File: src/rtl/program_loader_pkg.sv
// Shared widths, derived sizes and loader state encoding for the program loader.
package program_loader_pkg;

  localparam int N            = 8;                        // byte / data bus width
  localparam int O_SIZE       = 6;                        // opcode width
  localparam int R_SIZE       = 3;                        // GPR address width
  localparam int P_SIZE       = 5;                        // program memory address width
  localparam int I_SIZE       = O_SIZE + 2*R_SIZE + N;    // instruction width
  localparam int LOADER_BYTES = (I_SIZE + N - 1) / N;     // key presses per instruction
  localparam int MEM_DEPTH    = 1 << P_SIZE;              // program RAM depth

  typedef enum logic [1:0] {
    IDLE,
    COLLECT,
    WRITE,
    FULL
  } loaderState_t;

endpackage

File: src/rtl/program_loader_if.sv
// Program RAM write port: the loader drives it, the RAM consumes it.
interface program_loader_if;

  logic                                  wrEn;
  logic [program_loader_pkg::P_SIZE-1:0] wrAddr;
  logic [program_loader_pkg::I_SIZE-1:0] wrData;

  modport master (output wrEn, wrAddr, wrData);
  modport slave  (input  wrEn, wrAddr, wrData);

endinterface

File: src/rtl/program_loader_edge_detect.sv
// Rising-edge detector for an already-synchronised level.
module edge_detect (
  input  logic clk,
  input  logic rst,
  input  logic level,
  output logic pulse
);

  logic keyPrev;

  // Previous level is captured every cycle regardless of who uses the pulse.
  always_ff @(posedge clk) begin
    if (rst) keyPrev <= 1'b0;
    else     keyPrev <= level;
  end

  assign pulse = level & ~keyPrev;

endmodule

File: src/rtl/program_loader.sv
// Assembles switch bytes into instructions and writes them sequentially into
// the program RAM from address 0, holding the CPU in reset while loading.
module program_loader
  import program_loader_pkg::*;
(
  input  logic                clk,
  input  logic                rst,
  input  logic                loadReq,
  input  logic                byteKey,
  input  logic [N-1:0]        byteIn,
  program_loader_if.master    wr,
  output logic                cpuHold,
  output logic [1:0]          byteIdx,
  output logic [P_SIZE:0]     progLen
);

  loaderState_t      state, state_nxt;
  logic [P_SIZE:0]   addr, addr_nxt;     // one extra bit so a full memory counts to MEM_DEPTH
  logic [I_SIZE-1:0] asm_q, asm_nxt;
  logic [1:0]        idx_q, idx_nxt;
  logic [P_SIZE:0]   len_q, len_nxt;
  logic              key_rise;

  edge_detect u_key_edge (
    .clk   (clk),
    .rst   (rst),
    .level (byteKey),
    .pulse (key_rise)
  );

  // State register.
  always_ff @(posedge clk) begin
    if (rst) state <= IDLE;
    else     state <= state_nxt;
  end

  // Next state and datapath updates; a loadReq fall always beats a key edge.
  always_comb begin
    state_nxt = state;
    addr_nxt  = addr;
    asm_nxt   = asm_q;
    idx_nxt   = idx_q;
    len_nxt   = len_q;
    unique case (state)
      IDLE: begin
        if (loadReq) begin
          state_nxt = COLLECT;
          addr_nxt  = '0;
          idx_nxt   = '0;
          asm_nxt   = '0;
        end
      end
      COLLECT: begin
        if (!loadReq) begin
          // Partial instruction is dropped; only completed writes are counted.
          state_nxt = IDLE;
          len_nxt   = addr;
          idx_nxt   = '0;
        end else if (key_rise) begin
          // Shifting out the top keeps only the low bits of the first byte.
          asm_nxt = {asm_q[I_SIZE-N-1:0], byteIn};
          if (idx_q == 2'(LOADER_BYTES-1)) begin
            state_nxt = WRITE;
            idx_nxt   = '0;
          end else begin
            idx_nxt = idx_q + 2'd1;
          end
        end
      end
      WRITE: begin
        addr_nxt = addr + 1'b1;
        if (addr == (P_SIZE+1)'(MEM_DEPTH-1)) begin
          state_nxt = FULL;
        end else if (!loadReq) begin
          state_nxt = IDLE;
          len_nxt   = addr + 1'b1;
        end else begin
          state_nxt = COLLECT;
        end
      end
      FULL: begin
        if (!loadReq) begin
          state_nxt = IDLE;
          len_nxt   = addr;
        end
      end
      default: state_nxt = IDLE;
    endcase
  end

  // Datapath registers.
  always_ff @(posedge clk) begin
    if (rst) begin
      addr  <= '0;
      asm_q <= '0;
      idx_q <= '0;
      len_q <= '0;
    end else begin
      addr  <= addr_nxt;
      asm_q <= asm_nxt;
      idx_q <= idx_nxt;
      len_q <= len_nxt;
    end
  end

  // Outputs come straight from registers or a state decode.
  assign wr.wrEn   = (state == WRITE);
  assign wr.wrAddr = addr[P_SIZE-1:0];
  assign wr.wrData = asm_q;
  assign cpuHold   = (state != IDLE);
  assign byteIdx   = idx_q;
  assign progLen   = len_q;

endmodule

File: src/flat_wrapper.sv
// flat-port wrapper written by rule: the top's interface ports become plain ports
module program_loader_flat import program_loader_pkg::*;
  (clk, rst, loadReq, byteKey, byteIn, cpuHold, byteIdx, progLen, wr_wrEn, wr_wrAddr, wr_wrData);
  program_loader_if wr_i ();
  input  logic clk;
  input  logic rst;
  input  logic loadReq;
  input  logic byteKey;
  input  logic [N-1:0] byteIn;
  output logic cpuHold;
  output logic [1:0] byteIdx;
  output logic [P_SIZE:0] progLen;
  output wire logic [$bits(wr_i.wrEn)-1:0] wr_wrEn;
  output wire logic [$bits(wr_i.wrAddr)-1:0] wr_wrAddr;
  output wire logic [$bits(wr_i.wrData)-1:0] wr_wrData;
  assign wr_wrEn = wr_i.wrEn;
  assign wr_wrAddr = wr_i.wrAddr;
  assign wr_wrData = wr_i.wrData;
  program_loader u_core (.clk(clk), .rst(rst), .loadReq(loadReq), .byteKey(byteKey), .byteIn(byteIn), .wr(wr_i), .cpuHold(cpuHold), .byteIdx(byteIdx), .progLen(progLen));
endmodule
File: config.mk
export PLATFORM = sky130hd
export DESIGN_NAME = program_loader_flat
export DESIGN_NICKNAME = d
export VERILOG_FILES = /design/src/rtl/program_loader_pkg.sv /design/src/rtl/program_loader_if.sv /design/src/rtl/program_loader_edge_detect.sv /design/src/rtl/program_loader.sv /design/src/flat_wrapper.sv
export SDC_FILE = /design/constraint.sdc
export NUM_CORES = 1
export LEC_CHECK = 0
export ABC_AREA = 1
export ABC_CLOCK_PERIOD_IN_PS = 2000
export CAP_MARGIN = 20
export CORE_AREA = 2 2 60 62
export CTS_BUF_LIST = sky130_fd_sc_hd__clkbuf_2
export DETAILED_ROUTE_END_ITERATION = 10
export DIE_AREA = 0 0 62 64
export PLACE_DENSITY = 0.87
export SLEW_MARGIN = 20
export SYNTH_ARGS = -nofsm -noshare
export SYNTH_HDL_FRONTEND = slang
export SYNTH_HIERARCHICAL = 1
export SYNTH_SLANG_ARGS = --single-unit
File: constraint.sdc
create_clock -name clk -period 2 [get_ports clk]
set_input_delay 0.4 -clock clk [delete_from_list [all_inputs] [get_ports clk]]
set_output_delay 0.4 -clock clk [all_outputs]
set_load 0.02 [all_outputs]
Word level (Yosys, flattened, before mapping):

Index checks and enable logic that the tools add are counted.

* register bits: 37
* input port bits: 12
* output and inout port bits: 35
* logic and storage cells: 58

* add/sub/neg operators: 2
* eq/ne operators: 14
* multiplexer cells: 23
* bitwise logic cells: 2
* reduce and logical (&&, ||, !) cells: 11

Operators with widths (number)
* 20-bit 2-to-1 mux: 3
* 20-bit one-hot mux with 2 select lines: 1
* 6-bit 2-to-1 mux: 4
* 6-bit one-hot mux with 2 select lines: 2
* 2-bit 2-to-1 mux: 10
* 2-bit != test, second input constant: 6
* 4-bit AND reduction: 3
* 2-bit one-hot mux with 4 select lines: 1
* 2-bit nonzero test: 4
* 6-bit by 1-bit adder with 6-bit output, second input constant: 1
* 2-bit == test, second input constant: 3
* 6-bit by 5-bit == test with 1-bit output, second input constant: 1
* 3-bit by 2-bit != test with 1-bit output, second input constant: 2
* 2-bit one-hot mux with 2 select lines: 1
* 3-bit AND reduction: 1
* 2-bit by 1-bit adder with 2-bit output, second input constant: 1
* 2-bit by 1-bit == test with 1-bit output, second input constant: 1
* 2-bit logical NOT: 1
* 2-bit by 1-bit != test with 1-bit output, second input constant: 1
* 2-bit AND reduction: 1
* 2-bit OR reduction: 1
* 1-bit AND: 1
* 1-bit 2-to-1 mux: 1
* 1-bit inverter: 1

Longest topological paths before layout:

Gate-level depths: netlist (run 1).

* depth after elaboration: 5
* gate-level depth with buffers: 9

Cells and area by module:

Netlist (run 1), hierarchy kept.

Modules (own cells, without submodules)
* program_loader: instances 1, cells each 235, area an instance 1677.9 µm², sequential area each 720.7 µm²
* edge_detect: instances 1, cells each 4, area an instance 31.3 µm², sequential area each 20.0 µm²

Worst setup path after synthesis (run 1):

OpenSTA, ideal clock, no wires.

* path kind: reg-to-reg
* from: register u_core.addr[0]
* to: register u_core.len_q[4] (netlist: u_core/progLen[4])
* arrival: 1.190 ns
* data required time: 1.886 ns
* path slack: 0.696 ns
* stages on the path, launching flop included: 9
* clock period less this slack: 1.304 ns
* cells stage by stage: dfxtp_1 ha_1 nand2_1 nor2_1 nand2_2 nand3_2 nand2_1 nand2_1 nor2_1

* longest elaborated chain between the ends: 4
* elaborated cells on any way between the ends: 7
* classes of those cells: add/sub: 1; eq/ne: 2; mux: 3; reduce/logical: 1

RTL lines
* start, declared: line program_loader.sv:18 `logic [P_SIZE:0] addr, addr_nxt;`
* start signal, assigned: line program_loader.sv:99 `addr <= addr_nxt;`
* 6-bit by 1-bit adder with 6-bit output: line program_loader.sv:76 `len_nxt = addr + 1'b1;`
* 6-bit 2-to-1 mux: line program_loader.sv:74 `end else if (!loadReq) begin`
* 6-bit 2-to-1 mux: line program_loader.sv:72 `if (addr == (P_SIZE+1)'(MEM_DEPTH-1)) begin`
* 6-bit one-hot mux with 2 select lines: line program_loader.sv:44 `unique case (state)`
* end signal, assigned: line program_loader.sv:102 `len_q <= len_nxt;`
* end, declared: line program_loader.sv:21 `logic [P_SIZE:0] len_q, len_nxt;`

Several ways; a longest one is shown, not always the timed one. The select of a mux whose other input is x is not followed.
A chain may end at the register's enable or synchronous reset.

Worst setup path in the final report (run 1):

* from: register u_core.addr[1]
* to: output port wr_wrAddr[1]

RTL lines
* end, declared: line flat_wrapper.sv:14 `output wire logic [$bits(wr_i.wrAddr)-1:0] wr_wrAddr;`

No word-level cell between the ends.

==> results, run 1 <==
- The worst-case IR drop observed on VDD is 0.3445 mV.
- Traced cell by cell, the critical path runs through clkdlybuf4s50_1.
- For this run, the number of Yosys warnings is 6.
- The sequential cells in the finished layout cover a total of 745.7 um2.
- At the worst endpoint, the required time is 1.60 ns.
- The flow ran to the end, and the final reports show no timing, DRC or antenna violations.
- The number of global-route vias before repair is 1397.
- The area used by multi-input combinational logic is 785.8 um2.
- The initial antenna violation count was 0.
- For the pin with the worst max-slew slack, the measured transition is 0.3203 ns.
- In this run the cell area of the synthesized design comes to 1709 um2.
- The number of pins exceeding their max-slew limit in the final report is 0.
- The max-capacitance violation count is 0.
- The worst setup path is captured at an output port.
- The remaining max-slew budget at the tightest pin is 78.62%.
- The flip-flop and latch count after synthesis is 37.
- Sorting the synthesized cells by how often they occur yields sky130_fd_sc_hd__nand2_1, sky130_fd_sc_hd__dfxtp_1, sky130_fd_sc_hd__a21oi_1.
- TritonCTS built the clock tree.
- The family with the most delay on the worst path is buffers and inverters.
- In the global route stage, overall resource usage came out at 20.53%.
- Sequential elements use 43.34% of the synthesized area.
- Counting the fill cells in the layout gives 291.
- The hold violation count in the final report is 0.
- Sorting the synthesized cells by area gives the leading types as sky130_fd_sc_hd__dfxtp_1, sky130_fd_sc_hd__nand2_1, sky130_fd_sc_hd__a21oi_1.
- Clock-pin slew was measured on the worst setup and hold paths at 0.18 ns.
- The minimum clock period after layout is 1.888 ns.
- Once the floorplan was initialized, standard cells occupied 52.04% of the core.
- The leading area contributor after synthesis is sky130_fd_sc_hd__dfxtp_1.
- The overflow left after global routing is 0.
- In this run the core area contains 21 standard-cell rows.
- The total of buffers placed on input and output ports is 46.
- The final net count is 294.
- The largest stage delay on the critical path is 0.64 ns.
- The worst path uses 94.40% of the clock period.
- The repair_antennas step left the layout with diodes totalling 0.
- The class of the tightest hold or removal check is flip-flop to flip-flop.
- The first routing iteration left 106 violations.
- The leakage power is 0.8561 nW.
- The number of endpoints failing setup at the final stage is 0.
- The most common cell in the synthesized netlist is sky130_fd_sc_hd__nand2_1.
- The mean routed wirelength per cell is 11.28 um.
- The die is 64 um tall.
- The routed wire length is 3699 um.
- Overall power consumption after layout is estimated at 1.556 mW.
- Across all layers, the routed design uses 1661 vias.
- The number of sinks on the clock net is 37.
- The highest achievable clock rate is 529.7 MHz.
- The number of standard cells after synthesis is 239.
- The number of nets handed over by synthesis was 252.
- The number of buffers inserted to repair setup after CTS is 0.
- After legalization and detailed placement, the total HPWL measured 2656 um.
- In the synthesized netlist the dominant register cell turns out to be sky130_fd_sc_hd__dfxtp_1.
- Setup total negative slack on the finished layout was measured at 0 ns.
- The final design instance area without fill is 2215 um2.
- Power spread over the standard cell area amounts to 702.4 nW/um2.
- The share of flip-flops with an asynchronous set or reset is 0%.
- The DRC violation count after routing is 0.
- The I/O pin count is 47.
- The growth of design area from synthesis to finish is 29.58%.
- The number of different library cells in the post-synthesis netlist is 22.
- The maximum fanout count along the critical path is 6.
- The die covers 3968 um2.
- Setup repair after global routing left no endpoint under its margin.
- CTS placed an instance of sky130_fd_sc_hd__clkbuf_2 at the clock tree root.
- Dividing the synthesized area by the synthesized cell count gives 7.151 um2.
- The launching element type of the critical path is a flip-flop.
- The critical path is of the flip-flop to output port type.
- The largest net degree at the start of global routing is 22.
- The first-pass GRT wire length is 6106 um.
- The worst endpoint data arrival time is 1.49 ns.
- The synthesized design contains 0 enable-type register cells.
- Across the routed clock network, the largest skew measured is 0.01428 ns.
- The count of antenna-violating nets left after detailed routing is 0.
- The clock latency at the later pin of the worst-skew pair is 0.40 ns.
- The routed via count divided by cell count is 5.064.
- The worst path buffer plus inverter count is 1.
- The top cell type's share of synthesized area is 43.34%.
- At the end of routability-driven placement, the weighted congestion stood at 0.8371.
- The width of the die is 62 um.
- The core region is 3284 um2.
- In this run, CTS created clock tree buffers numbering 5.
- The first-pass iteration count of the detailed router is 5.
- In this run the cell area measured after placement is 2150 um2.
- The H-tree generated during clock tree synthesis spans 2 levels.
- The number of buffers between clock root and the deepest sink is 2.
- The largest individual stage delay along the critical path comes from the cell sky130_fd_sc_hd__clkdlybuf4s50_1.
- The fraction of layout instances using a drive strength above 1 is 9.220%.
## registers in the layout, indices dropped and copies added (netlist names)
| register | flops |
|---|---|
| u_core/state | 2 |
| u_core/addr | 6 |
| u_core/u_key_edge/keyPrev | 1 |
| u_core/progLen | 6 |
| u_core/wr.wrData | 20 |
| u_core/byteIdx | 2 |
## logic make-up after synthesis
group / Yosys count / share of synthesized area, %
buffers and inverters: 34 / 10.69
flip-flops: 37 / 43.34
AND/OR/NAND/NOR: 128 / 32.50
adder cells (fa/ha/maj): 1 / 0.7319
XOR/XNOR: 1 / 0.5125
AO/OA/AOI/OAI: 38 / 12.23
## per-layer routing
layer / part of all wire, % / global-route usage, %
met1: 46 / 25.25
met2: 48 / 32.68
met3: 4.1 / 6.073
met4: 1.8 / 8.245
met5: 0 / 0
## where the power goes
part / switching (mW) / leakage [nW] / total [mW] / internal [mW]
registers: 0.0230 / 0.301 / 0.788 / 0.765
logic: 0.188 / 0.518 / 0.307 / 0.120
clock network: 0.253 / 0.0366 / 0.460 / 0.207
total: 0.464 / 0.856 / 1.56 / 1.09
## per-stage QoR
| step | setup slack (ns) | util [%] | cells | hold WS, ns |
|---|---|---|---|---|
| floorplan | 0.6959 | - | 239 | 0.4691 |
| global placement | 0.1532 | 65.45 | 320 | 0.4540 |
| detailed placement | 0.1569 | 65.45 | 320 | 0.4561 |
| CTS | 0.01796 | 67.47 | 328 | 0.4791 |
| global route | 0.02684 | 67.43 | 328 | 0.4920 |
| finish | 0.1121 | 67.43 | 328 | 0.4769 |
## layout by cell type, fill, tap and decap left out, types with 2 or more instances in the layout
| master | n |
|---|---|
| sky130_fd_sc_hd__nand2_1 | 71 |
| sky130_fd_sc_hd__o21ai_0 | 3 |
| sky130_fd_sc_hd__a21oi_1 | 33 |
| sky130_fd_sc_hd__inv_2 | 3 |
| sky130_fd_sc_hd__nand2_2 | 2 |
| sky130_fd_sc_hd__nand4_1 | 6 |
| sky130_fd_sc_hd__clkbuf_2 | 6 |
| sky130_fd_sc_hd__buf_4 | 5 |
| sky130_fd_sc_hd__dfxtp_1 | 33 |
| sky130_fd_sc_hd__nand3_1 | 29 |
| sky130_fd_sc_hd__dfxtp_2 | 4 |
| sky130_fd_sc_hd__clkdlybuf4s50_1 | 44 |
| sky130_fd_sc_hd__nor2_1 | 15 |
| sky130_fd_sc_hd__inv_1 | 15 |
| sky130_fd_sc_hd__nor3_1 | 2 |
## path summary, 6_finish.rpt
check                                           end                         startpoint  slack, ns  depth (start not counted)
setup / recovery                       wr_wrAddr[1]        u_core/addr[1]$_SDFFE_PP0P_       0.11                          1
hold / removal    u_core/wr.wrData[13]$_SDFFE_PP0P_  u_core/wr.wrData[13]$_SDFFE_PP0P_       0.48                          2
hold reg to reg   u_core/wr.wrData[13]$_SDFFE_PP0P_  u_core/wr.wrData[13]$_SDFFE_PP0P_       0.48                          2
setup reg to reg     u_core/progLen[4]$_SDFFE_PP0P_        u_core/addr[1]$_SDFFE_PP0P_       0.52                          8
## area by class of cell
cell class                 count  area share, %
clock buffer                   5          1.130
tap                           46          2.599
timing repair buffer          51          22.20
inverter                      18          3.051
sequential                    37          33.67
multi-input combinational    168          35.48
clock inverter                 3          1.864
## repair_timing
action,4_1_cts,5_1_grt
endpoints found under the setup margin,2,3
resized for setup,4,4
hold buffers,0,0
Power figures use the tool's default switching activity.
==> inputs of run 2 (changes only) <==
ABC_AREA = default   (was 1)
CORE_AREA = 2 2 59 61   (was 2 2 60 62)
DIE_AREA = 0 0 61 63   (was 0 0 62 64)
PLACE_DENSITY = 0.88   (was 0.87)
==> results, run 2 <==
- Measured along the y axis, the die boundary spans 63 um.
- The worst-case clock skew is 0.01317 ns.
- The power per standard cell area is 561.9 nW/um2.
- Clock tree synthesis inserted a total of 5 buffers.
- The worst register-to-register path has a setup slack of 0.33 ns.
- The worst vdd rail ir drop is 0.3176 mV.
- The worst register-to-register path has a depth of 5.
- The startpoint of the worst hold path is u_core/wr.wrData[12]$_SDFFE_PP0P_.
- The worst register-to-register path begins at u_core/addr[1]$_SDFFE_PP0P_.
- The worst pin sits at a relative slew slack of 67.51%.
- The largest total area in the synthesized netlist belongs to sky130_fd_sc_hd__dfxtp_1.
- Clock tree synthesis selected as its root buffer the cell sky130_fd_sc_hd__clkbuf_2.
- Once the floorplan was initialized, standard cells occupied 51.26% of the core.
- Data on the critical path is required at its endpoint by 1.60 ns.
- Using the TritonRoute via totals, the vias-per-cell ratio works out to 5.367.
- The die area is 3843 um2.
- After synthesis, the cell types taking the most area are sky130_fd_sc_hd__dfxtp_1, sky130_fd_sc_hd__a22oi_1, sky130_fd_sc_hd__nor2_1.
- The first-pass iteration count of the detailed router is 4.
- Sequential cells burn 62.1% of the power.
- The post-synthesis net count is 203.
- Setup repair after global routing left no endpoint under its margin.
- The slew at the pin closest to its max-slew limit is 0.4873 ns.
- Of the total power, combinational logic draws 11.2%.
- The hold violation count in the final report is 0.
- Cells with a size suffix above 1 make up 11.21% of the layout.
- The clock network power share is 26.7%.
- For this run the aggregate overflow at the end of global routing stands at 0.
- After synthesis, the most frequently instantiated cells are sky130_fd_sc_hd__dfxtp_1, sky130_fd_sc_hd__nor2_1, sky130_fd_sc_hd__a21oi_1.
- The standard-cell row count is 21.
- The number of warnings issued by yosys is 6.
- The growth of design area from synthesis to finish is 31.12%.
- The number of standard cells after synthesis is 190.
- The per-instance average area after synthesis is 8.719 um2.
- The commonest register cell after synthesis is sky130_fd_sc_hd__dfxtp_1.
- Across every metal layer, demand over resource in global routing totals 20.94%.
- The cell area after placement is 2123 um2.
- The clock tree from TritonCTS is yes.
- The post-synthesis instance area is 1657 um2.
- The proportion of synthesized chip area in sequential cells is 44.71%.
- After clock tree synthesis, the clock-pin slew on the worst setup and hold paths is 0.17 ns.
- The total of buffers placed on input and output ports is 46.
- The final net count is 244.
- The commonest non-fill, non-tap cell in the layout is sky130_fd_sc_hd__clkdlybuf4s50_1.
- Yosys instantiated no cell more often than sky130_fd_sc_hd__dfxtp_1.
- The share of flip-flops with an asynchronous set or reset is 0%.
- The floorplan step set the die width to 61 um.
- STA classifies the critical path endpoint as an output port.
- The library cells used most frequently in the layout, excluding fill and tap cells, are sky130_fd_sc_hd__clkdlybuf4s50_1, sky130_fd_sc_hd__dfxtp_1, sky130_fd_sc_hd__nor2_1.
- The I/O pin count is 47.
- The number of pins exceeding their max-slew limit in the final report is 0.
- After synthesis, the largest area contributor takes up 44.71% of total cell area.
- The launching element type of the critical path is a flip-flop.
- Summed over all cells, the static leakage comes to 0.7515 nW.
- The H-tree level count is 2.
- The routed design has 3671 um of wire.
- Counting tap cells, the placed design contains a total of 270 instances.
- The total chip power is 1.220 mW.
- At the end of routability-driven placement, the weighted congestion stood at 0.8075.
- The detailed router placed 1492 vias in this run.
- The violation count after the first detailed-routing iteration is 76.
- With fillers left out, the area of the finished cells amounts to 2172 um2.
- Final hold analysis gives a worst-case slack of 0.4720 ns.
- The initial antenna violation count came to 0.
- The first-pass GRT wire length is 6141 um.
- Along the worst hold path, the cell count comes to 2.
- The tightest min-delay check is of the flip-flop to flip-flop type.
- Excluding fillers, the count of instances in the completed layout stands at 278.
- The minimum clock period after layout is 1.901 ns.
- Net switching is 26.22% of the power.
- The endpoint identified for the worst register-to-register timing path is u_core/progLen[0]$_SDFFE_PP0P_.
- The clock passes through at most 2 buffers.
- The critical path goes through clkdlybuf4s50_1.
- The register with the most flip-flops in the layout has 20 of them.
- The mean routed wirelength per cell is 13.21 um.
- The worst endpoint data arrival time is 1.50 ns.
- Counting both buffers and inverters, the worst setup path holds a total of 1.
- For this run, design rule violations remaining after detail routing come to 0.
- The run finished with clean final reports.
- The path with the worst hold slack has its endpoint at u_core/wr.wrData[12]$_SDFFE_PP0P_.
- On the worst path, the slowest cell contributes a delay of 0.65 ns.
- The largest net degree at the start of global routing is 25.
- The core outline area is 3232 um2.
- The max-capacitance violation count is 0.
- In the final timing run, aggregate negative setup slack is 0 ns.
- The number of different library cells in the post-synthesis netlist is 38.
- The net switching power figure is 320.0 uW.
- The number of global-route vias before repair is 1407.
- The worst setup path is of the flip-flop to output port kind.
- The number of enable flip-flop cells after synthesis is 0.
- Cell internal power was estimated by the tool at 900.4 uW.
- The highest achievable clock rate is 525.9 MHz.
- The detail route stage leaves a number of antenna-violating nets equal to 0.
- The number of sinks on the clock net is 37.
- Setup violations remaining at the end of the flow were counted as 0.
- Dividing the final minimum period by the clock period gives 95.07%.
- The family with the most delay on the worst path is buffers and inverters.
- The clock latency at the later pin of the worst-skew pair is 0.38 ns.
- Counting flops and latches in the post-synthesis netlist gives 37.
- The number of inserted filler cells in the final layout is 274.
- The estimated wirelength of the detail-placed design is 2587 um.
- The repair_antennas step left the layout with diodes totalling 0.
- Along the worst path, the maximum fanout reaches 7.
- The largest individual stage delay along the critical path comes from the cell sky130_fd_sc_hd__clkdlybuf4s50_1.
-- run 2: how the worst max path moves through the flow --
stage                     depth (start not counted)                                 to  slack (ns)                        start
after floorplan                                   5     u_core/progLen[0]$_SDFFE_PP0P_        0.53  u_core/addr[0]$_SDFFE_PP0P_
after global placement                            6   u_core/wr.wrData[4]$_SDFFE_PP0P_        0.14                      byteKey
after detailed placement                          6  u_core/wr.wrData[12]$_SDFFE_PP0P_        0.08                      byteKey
after CTS                                         1                       wr_wrAddr[3]        0.02  u_core/addr[3]$_SDFFE_PP0P_
after global routing                              1                       wr_wrAddr[1]        0.01  u_core/addr[1]$_SDFFE_PP0P_
final                                             1                       wr_wrAddr[1]         0.1  u_core/addr[1]$_SDFFE_PP0P_
-- run 2: cell families (layout without fill, tap and decap cells) --
logic type,after synthesis,after routing,synth area share (%)
muxes,2,2,1.209
xor gates and xnor gates,4,4,2.115
AOI/OAI and AO/OA,53,53,21.75
adders and majority gates,1,1,0.7552
buffers and inverters,23,65,7.401
DFF,37,37,44.71
and+or+nand+nor,70,70,22.05
-- run 2: cell type report --
type	instances	area (um2)	area share, %
sequential	37	745.7	34.33
multi-input combinational	130	795.8	36.64
clock buffer	6	30.03	1.382
inverter	3	11.26	0.5184
timing repair buffer	54	521.8	24.02
tap	46	57.56	2.650
clock inverter	2	10.01	0.4608
-- run 2: power groups by stage --
stage	registers, mW	clock network, mW	logic [mW]
CTS	0.758	0.337	0.137
detailed placement	0.773	0	0.136
floorplan	0.781	0	0.0665
global placement	0.772	0	0.135
global route	0.760	0.377	0.148
finish	0.758	0.326	0.137
-- run 2: what timing repair did --
action | 4_1_cts | 5_1_grt
endpoints found under the setup margin | 3 | 3
buffers inserted | 0 | 0
hold buffers | 0 | 0
resized for setup | 4 | 3
-- run 2: worst register-to-register path, stage by stage (launching register included) --
cell and delay (ns):
sky130_fd_sc_hd__dfxtp_1 0.41, sky130_fd_sc_hd__ha_1 0.31, sky130_fd_sc_hd__nand2b_1 0.15, sky130_fd_sc_hd__o21ai_0 0.14, sky130_fd_sc_hd__or4_1 0.42, sky130_fd_sc_hd__a31oi_1 0.18
-- run 2: per-layer routing --
metal	GRT usage, %	up-vias	wire, um
met3	5.176	3	116
met5	0	-	0
met4	7.880	0	23
met1	25.87	700	1694
met2	34.27	33	1836
li1	-	756	-
-- run 2: through the flow --
step,setup WS (ns),util (%)
after CTS,0.01812,67.05
final,0.09856,67.21
after global placement,0.1353,65.70
after detailed placement,0.07807,65.70
after global routing,0.01373,67.21
after floorplan,0.5296,-
==> inputs of run 3 (changes only) <==
ABC_CLOCK_PERIOD_IN_PS = default   (was 2000)
SLEW_MARGIN = default   (was 20)
==> results of run 3 <==
The final DEF is identical to that of run 2; final timing and power are the same.
